**src/rtl/riscv_pkg.sv**
```systemverilog
// Shared integer register-file constants and the write-back request type.
package riscv_pkg;

  localparam int unsigned REG_NUM = 32;
  localparam int unsigned REG_AW  = 5;
  localparam int unsigned XLEN    = 32;

  typedef struct packed {
    logic [REG_AW-1:0] addr;
    logic [XLEN-1:0]   data;
  } wb_req_t;

  // Identity of the most recent write-port winner; reset value reads as LSU.
  typedef enum logic {
    GntLsu = 1'b0,
    GntAlu = 1'b1
  } grant_e;

endpackage

```
**src/rtl/rf_sb_counter.sv**
```systemverilog
// Saturating outstanding-write counter for one register; err_o pulses on overflow/underflow.
module rf_sb_counter #(
  parameter int unsigned CntW = 2
) (
  input  logic            clk,
  input  logic            reset_n,
  input  logic            inc_i,
  input  logic            dec_i,
  output logic [CntW-1:0] count_o,
  output logic            full_o,
  output logic            err_o
);

  localparam logic [CntW-1:0] CntMax = '1;

  logic [CntW-1:0] count_q, count_d;
  logic            inc_ok;

  assign full_o  = (count_q == CntMax);
  assign inc_ok  = inc_i && !full_o;
  assign count_o = count_q;

  always_comb begin
    count_d = count_q;
    err_o   = inc_i && full_o;
    // A simultaneous accepted increment and decrement cancel out.
    case ({inc_ok, dec_i})
      2'b10: count_d = count_q + 1'b1;
      2'b01: begin
        if (count_q == '0) begin
          err_o = 1'b1;
        end else begin
          count_d = count_q - 1'b1;
        end
      end
      default: ;
    endcase
  end

  always_ff @(posedge clk or negedge reset_n) begin
    if (!reset_n) begin
      count_q <= '0;
    end else begin
      count_q <= count_d;
    end
  end

endmodule

```
**src/rtl/rf_wb_ctrl.sv**
```systemverilog
// Register-file write-back controller: ALU/LSU round-robin arbiter, registered write
// stage and per-register outstanding-write scoreboard.
module rf_wb_ctrl
  import riscv_pkg::*;
#(
  parameter int unsigned CNT_W = 2
) (
  input  logic              clk,
  input  logic              reset_n,
  input  logic              alu_wb_valid,
  output logic              alu_wb_ready,
  input  logic [REG_AW-1:0] alu_wb_addr,
  input  logic [XLEN-1:0]   alu_wb_data,
  input  logic              lsu_wb_valid,
  output logic              lsu_wb_ready,
  input  logic [REG_AW-1:0] lsu_wb_addr,
  input  logic [XLEN-1:0]   lsu_wb_data,
  output logic              wr_ch0_en,
  output logic [REG_AW-1:0] wr_ch0_addr,
  output logic [XLEN-1:0]   wr_ch0_data,
  input  logic              sb_set_en,
  input  logic [REG_AW-1:0] sb_set_addr,
  input  logic [REG_AW-1:0] sb_rs1_addr,
  input  logic [REG_AW-1:0] sb_rs2_addr,
  output logic              sb_rs1_busy,
  output logic              sb_rs2_busy,
  output logic              sb_set_full,
  output logic              sb_err
);

  grant_e            last_grant_q, last_grant_d;
  logic              gnt_alu, gnt_lsu;
  wb_req_t           win_req;
  logic              wr_en_q, wr_en_d;
  logic [REG_AW-1:0] wr_addr_q, wr_addr_d;
  logic [XLEN-1:0]   wr_data_q, wr_data_d;
  logic              err_q, err_d;

  logic [CNT_W-1:0]   cnt [REG_NUM];
  logic [REG_NUM-1:0] full_vec;
  logic [REG_NUM-1:0] err_vec;

  // Round-robin: on contention the requester that did not win last time is granted.
  always_comb begin
    gnt_alu = alu_wb_valid && (!lsu_wb_valid || (last_grant_q == GntLsu));
    gnt_lsu = lsu_wb_valid && (!alu_wb_valid || (last_grant_q == GntAlu));
  end

  assign alu_wb_ready = gnt_alu;
  assign lsu_wb_ready = gnt_lsu;

  always_comb begin
    win_req      = '{addr: alu_wb_addr, data: alu_wb_data};
    last_grant_d = last_grant_q;
    wr_en_d      = 1'b0;
    wr_addr_d    = wr_addr_q;
    wr_data_d    = wr_data_q;
    if (gnt_lsu) begin
      win_req = '{addr: lsu_wb_addr, data: lsu_wb_data};
    end
    if (gnt_alu || gnt_lsu) begin
      last_grant_d = gnt_alu ? GntAlu : GntLsu;
      // x0 writes complete the handshake but never reach the register file.
      wr_en_d      = (win_req.addr != '0);
      wr_addr_d    = win_req.addr;
      wr_data_d    = win_req.data;
    end
  end

  always_ff @(posedge clk or negedge reset_n) begin
    if (!reset_n) begin
      last_grant_q <= GntLsu;
      wr_en_q      <= 1'b0;
      wr_addr_q    <= '0;
      wr_data_q    <= '0;
      err_q        <= 1'b0;
    end else begin
      last_grant_q <= last_grant_d;
      wr_en_q      <= wr_en_d;
      wr_addr_q    <= wr_addr_d;
      wr_data_q    <= wr_data_d;
      err_q        <= err_d;
    end
  end

  assign wr_ch0_en   = wr_en_q;
  assign wr_ch0_addr = wr_addr_q;
  assign wr_ch0_data = wr_data_q;

  assign cnt[0]      = '0;
  assign full_vec[0] = 1'b0;
  assign err_vec[0]  = 1'b0;

  for (genvar i = 1; i < REG_NUM; i++) begin : g_cnt
    rf_sb_counter #(
      .CntW (CNT_W)
    ) u_cnt (
      .clk     (clk),
      .reset_n (reset_n),
      .inc_i   (sb_set_en && (sb_set_addr == REG_AW'(i))),
      .dec_i   (wr_en_q && (wr_addr_q == REG_AW'(i))),
      .count_o (cnt[i]),
      .full_o  (full_vec[i]),
      .err_o   (err_vec[i])
    );
  end

  assign err_d  = err_q | (|err_vec);
  assign sb_err = err_q;

  // No forwarding from the write stage: a register written this cycle still reads busy.
  assign sb_rs1_busy = (cnt[sb_rs1_addr] != '0);
  assign sb_rs2_busy = (cnt[sb_rs2_addr] != '0);
  assign sb_set_full = full_vec[sb_set_addr];

endmodule

```
**config.mk**
```make
export PLATFORM = sky130hd
export DESIGN_NAME = rf_wb_ctrl
export DESIGN_NICKNAME = d
export VERILOG_FILES = /design/src/rtl/riscv_pkg.sv /design/src/rtl/rf_sb_counter.sv /design/src/rtl/rf_wb_ctrl.sv
export SDC_FILE = /design/constraint.sdc
export NUM_CORES = 1
export LEC_CHECK = 0
export ABC_AREA = 0
export CELL_PAD_IN_SITES_DETAIL_PLACEMENT = 1
export CELL_PAD_IN_SITES_GLOBAL_PLACEMENT = 2
export CORE_AREA = 2 2 158 160
export CTS_BUF_LIST = sky130_fd_sc_hd__clkbuf_4 sky130_fd_sc_hd__clkbuf_8
export DETAILED_ROUTE_END_ITERATION = 10
export DIE_AREA = 0 0 160 162
export MAX_ROUTING_LAYER = met4
export PLACE_DENSITY_LB_ADDON = 0.12
export SYNTH_ARGS = -nofsm -noshare
export SYNTH_HDL_FRONTEND = slang
export SYNTH_SLANG_ARGS = --single-unit
```
**constraint.sdc**
```tcl
create_clock -name clk -period 2.35 [get_ports clk]
set_input_delay 0.235 -clock clk [delete_from_list [all_inputs] [get_ports clk]]
set_output_delay 0.235 -clock clk [all_outputs]
set_load 0.005 [all_outputs]
```
==> impl_metrics.py, run 1 <==
metrics = {
    "power": {
        "powerDensity_nw_per_um2": 591,
        "p_total_w": 0.00648,
        "p_leak_nw": 4.74,
        "ir_drop_mv": 0.261,
    },
    "clock_tree": {
        "cts_root_buf": "clkbuf_8",
        "cts-buffers-inserted": 9,
        "cts.sinks": 102,
        "ctsHtreeMaxLevel": 3,
        "clk_path_buf_depth": 2,
        "cts_tree": "built",
        "path_clk_slew_ns": 0.11,
        "clk_latency_ns": 0.41,
    },
    "route": {
        "drc": 0,
        "drtAntennaViolNets": 0,
        "routed_wirelength_um": 31400,
        "via_per_inst": 5.27,
        "vias": 8505,
        "first_pass_iters": 5,
        "drtIter0Drc": 382,
        "wire_per_inst_um": 19.4,
    },
    "run_status": {
        "violations": "negative setup slack",
        "status": "complete, but fails checks",
    },
    "timing": {
        "slew_headroom_pct": 55.9,
        "maxClockFrequency_mhz": 414,
        "final-hold-violation-count": 0,
        "period_needed_ns": 2.42,
        "rsz0062_at_grt": "yes",
        "layout_setup_ws_ns": -0.0672,
        "finalClockSkew_ns": 0.0152,
        "slew_viol_final": 0,
        "tightest_slew_ns": 0.657,
        "finalCritPeriodShare_pct": 103,
        "setup_viol": 2,
    },
    "yosys": {
        "synth_top_area_share_pct": 34.5,
        "yosysSeqAreaShare_pct": 34.5,
        "synth_edf_count": 0,
        "synthCells": 970,
        "synth_area_leaders": "dfrtp_1, nor2_1, nand2_1, a21oi_1, o21ai_0",
        "syn_area_per_cell_um2": 7.62,
        "synthArstFlopShare_pct": 100,
        "synth.distinct_cells": 66,
        "synth_top_cell_by_area": "dfrtp_1",
        "yosys_warnings": 0,
        "synth_seq_cells": 102,
        "syn_nets": 1064,
        "synthesis.area_um2": 7400,
        "synth-main-ff-cell": "dfrtp_1",
    },
    "min_path": {
        "hp-start": "lsu_wb_valid",
        "hold_path.class": "in2reg",
    },
    "place": {
        "port_buffers": 137,
        "dp_hpwl_um": 25100,
        "gp_congestion": 0.962,
        "pre_cts_ws_ns": -0.687,
    },
    "global_route": {
        "grt_max_degree": 58,
        "track_usage_pct": 25.1,
        "grt_pass1_wl_um": 48900,
        "grt.overflow.total": 0,
        "grt_pass1_vias": 8712,
        "antenna_found_initial": 0,
    },
    "floorplan": {
        "design.die.area_um2": 25900,
        "core_area_um2": 24100,
        "die_h_um": 162,
        "dieWidth_um": 160,
        "row_count": 57,
        "io_pins": 138,
        "initial_core_util_pct": 30.7,
    },
    "layout": {
        "antennaDiodeCount": 0,
        "final_common_cell": "buf_4",
        "drive_above_1_share_pct": 23.0,
        "fin_nets": 1378,
        "multi_input_area_um2": 4420,
        "final_cell_mix": "buf_4, nor2_1, clkdlybuf4s50_1, nand2_1, dfrtp_1",
        "syn_to_final_growth_pct": 48.3,
        "fill_cells": 3035,
        "final-seq-area_um2": 2560,
    },
    "setup_path": {
        "crit_start": "g_cnt[26].u_cnt.count_o[1]",
        "critPathRequiredTime_ns": 2.12,
        "cp-start-kind": "register",
        "worst-path-max-fanout": 5,
        "timing.rr.start": "wr_ch0_addr[1]",
        "worst_setup_path_end_kind": "primary output",
        "worstSetupPathType": "reg2out",
        "cp_data_arrival_time_ns": 2.18,
    },
    "job": {
        "cap_violations": 0,
    },
}
[layout make-up]
cell class	instances	area share (%)
multi-input cells	746	40.3
repair buffers	365	28.9
flip-flops and latches	102	23.4
well taps	324	3.70
inverters	60	2.05
clock buffers	10	1.25
clock inverters	6	0.456
[cells by family (layout without fill, tap and decap cells)]
logic type / count (synthesis) / in the layout / share of synthesized area (%)
simple gates: 402 / 402 / 26.0
compound gates: 302 / 302 / 25.3
buf+inv: 122 / 441 / 6.72
flops: 102 / 102 / 34.5
xor+xnor: 27 / 27 / 3.20
mux: 15 / 15 / 4.25
[flip-flops by register name (all words and copies together), names as in the netlist]
register / cells
sb_err: 1
wr_ch0_en: 1
g_cnt.u_cnt.count_o: 62
wr_ch0_addr: 5
wr_ch0_data: 32
last_grant_q: 1
[critical path: stages (launching register included)]
cell,delay [ns]
dfrtp_2,0.45
buf_4,0.15
nand3_1,0.10
nor2_1,0.05
a31oi_1,0.18
nor2_1,0.08
a2111oi_2,0.40
buf_4,0.18
nor2_2,0.04
buf_2,0.13
[synthesized netlist by cell type (3+ instances only)]
| library cell | count |
|---|---|
| nand3_1 | 20 |
| nand2_1 | 111 |
| xor2_1 | 20 |
| nand4_1 | 11 |
| nand2b_1 | 7 |
| o311ai_0 | 4 |
| a22oi_1 | 4 |
| a31oi_1 | 41 |
| nor3b_1 | 4 |
| o21ai_0 | 60 |
| o211ai_1 | 9 |
| o31ai_1 | 5 |
| mux4_2 | 13 |
| a32oi_1 | 3 |
| a21oi_1 | 79 |
| and2_1 | 12 |
| nor3_1 | 19 |
| and4b_1 | 5 |
| nor2_1 | 164 |
| inv_1 | 60 |
| o22ai_1 | 35 |
| nor4_1 | 3 |
| clkbuf_1 | 34 |
| buf_2 | 23 |
| nor2b_1 | 6 |
| nand4b_1 | 7 |
| a211oi_1 | 37 |
| nand4bb_1 | 8 |
| nand3b_1 | 7 |
| dfrtp_1 | 102 |
| xnor2_1 | 7 |
[through the flow]
step	hold slack, ns	area, um2	std cells	utilization (%)	setup TNS [ns]
2_1_floorplan	-0.0606	7400	970	-	0
6_report	0.138	11000	1613	45.5	-0.0994
5_1_grt	0.152	11000	1613	45.5	-0.262
3_3_place_gp	0.176	10600	1589	44.1	-2.06
3_5_place_dp	0.178	10600	1589	44.1	-2.44
4_1_cts	0.110	10900	1609	45.2	-0.202
[final timing paths]
path	depth (start not counted)	slack, ns	end
max	9	-0.07	sb_set_full
min	3	0.14	last_grant_q
max reg2reg	8	0.11	sb_err
min reg2reg	1	0.54	g_cnt[19].u_cnt.count_o[0]
max in group asynchronous	3	1.50	wr_ch0_data[1]
min in group asynchronous	2	0.28	g_cnt[5].u_cnt.count_o[0]
[routing by layer]
layer / share of wire, % / track usage [%] / vias to the layer above
li1: - / - / 4124
met1: 45 / 30.9 / 4110
met2: 47 / 41.3 / 226
met3: 5.3 / 4.98 / 45
met4: 2.9 / 8.72 / 0
met5: 0 / - / -
[where the power goes]
group / switching (W) / total, W / internal, W
Clock: 0.000756 / 0.00119 / 0.000431
Sequential: 0.000364 / 0.00249 / 0.00212
Combinational: 0.00140 / 0.00281 / 0.00141
Total: 0.00252 / 0.00648 / 0.00396
[repair_timing]
item,in CTS,in global routing
endpoints found under the setup margin,4,5
resized for setup,37,12
hold buffers,1,0
hold endpoints to repair,22,0
pin swaps,6,5
setup buffers,3,4
(Power assumes the default switching activity.)
==> run 2, diff against run 1 <==
CTS_CLUSTER_DIAMETER = 80   (was default)
==> results of run 2 <==
The final DEF is identical to that of run 1; final timing and power are the same.
==> run 3, diff against run 2 <==
CAP_MARGIN = 10   (was default)
==> results of run 3 <==
The final DEF is identical to that of run 1; final timing and power are the same.
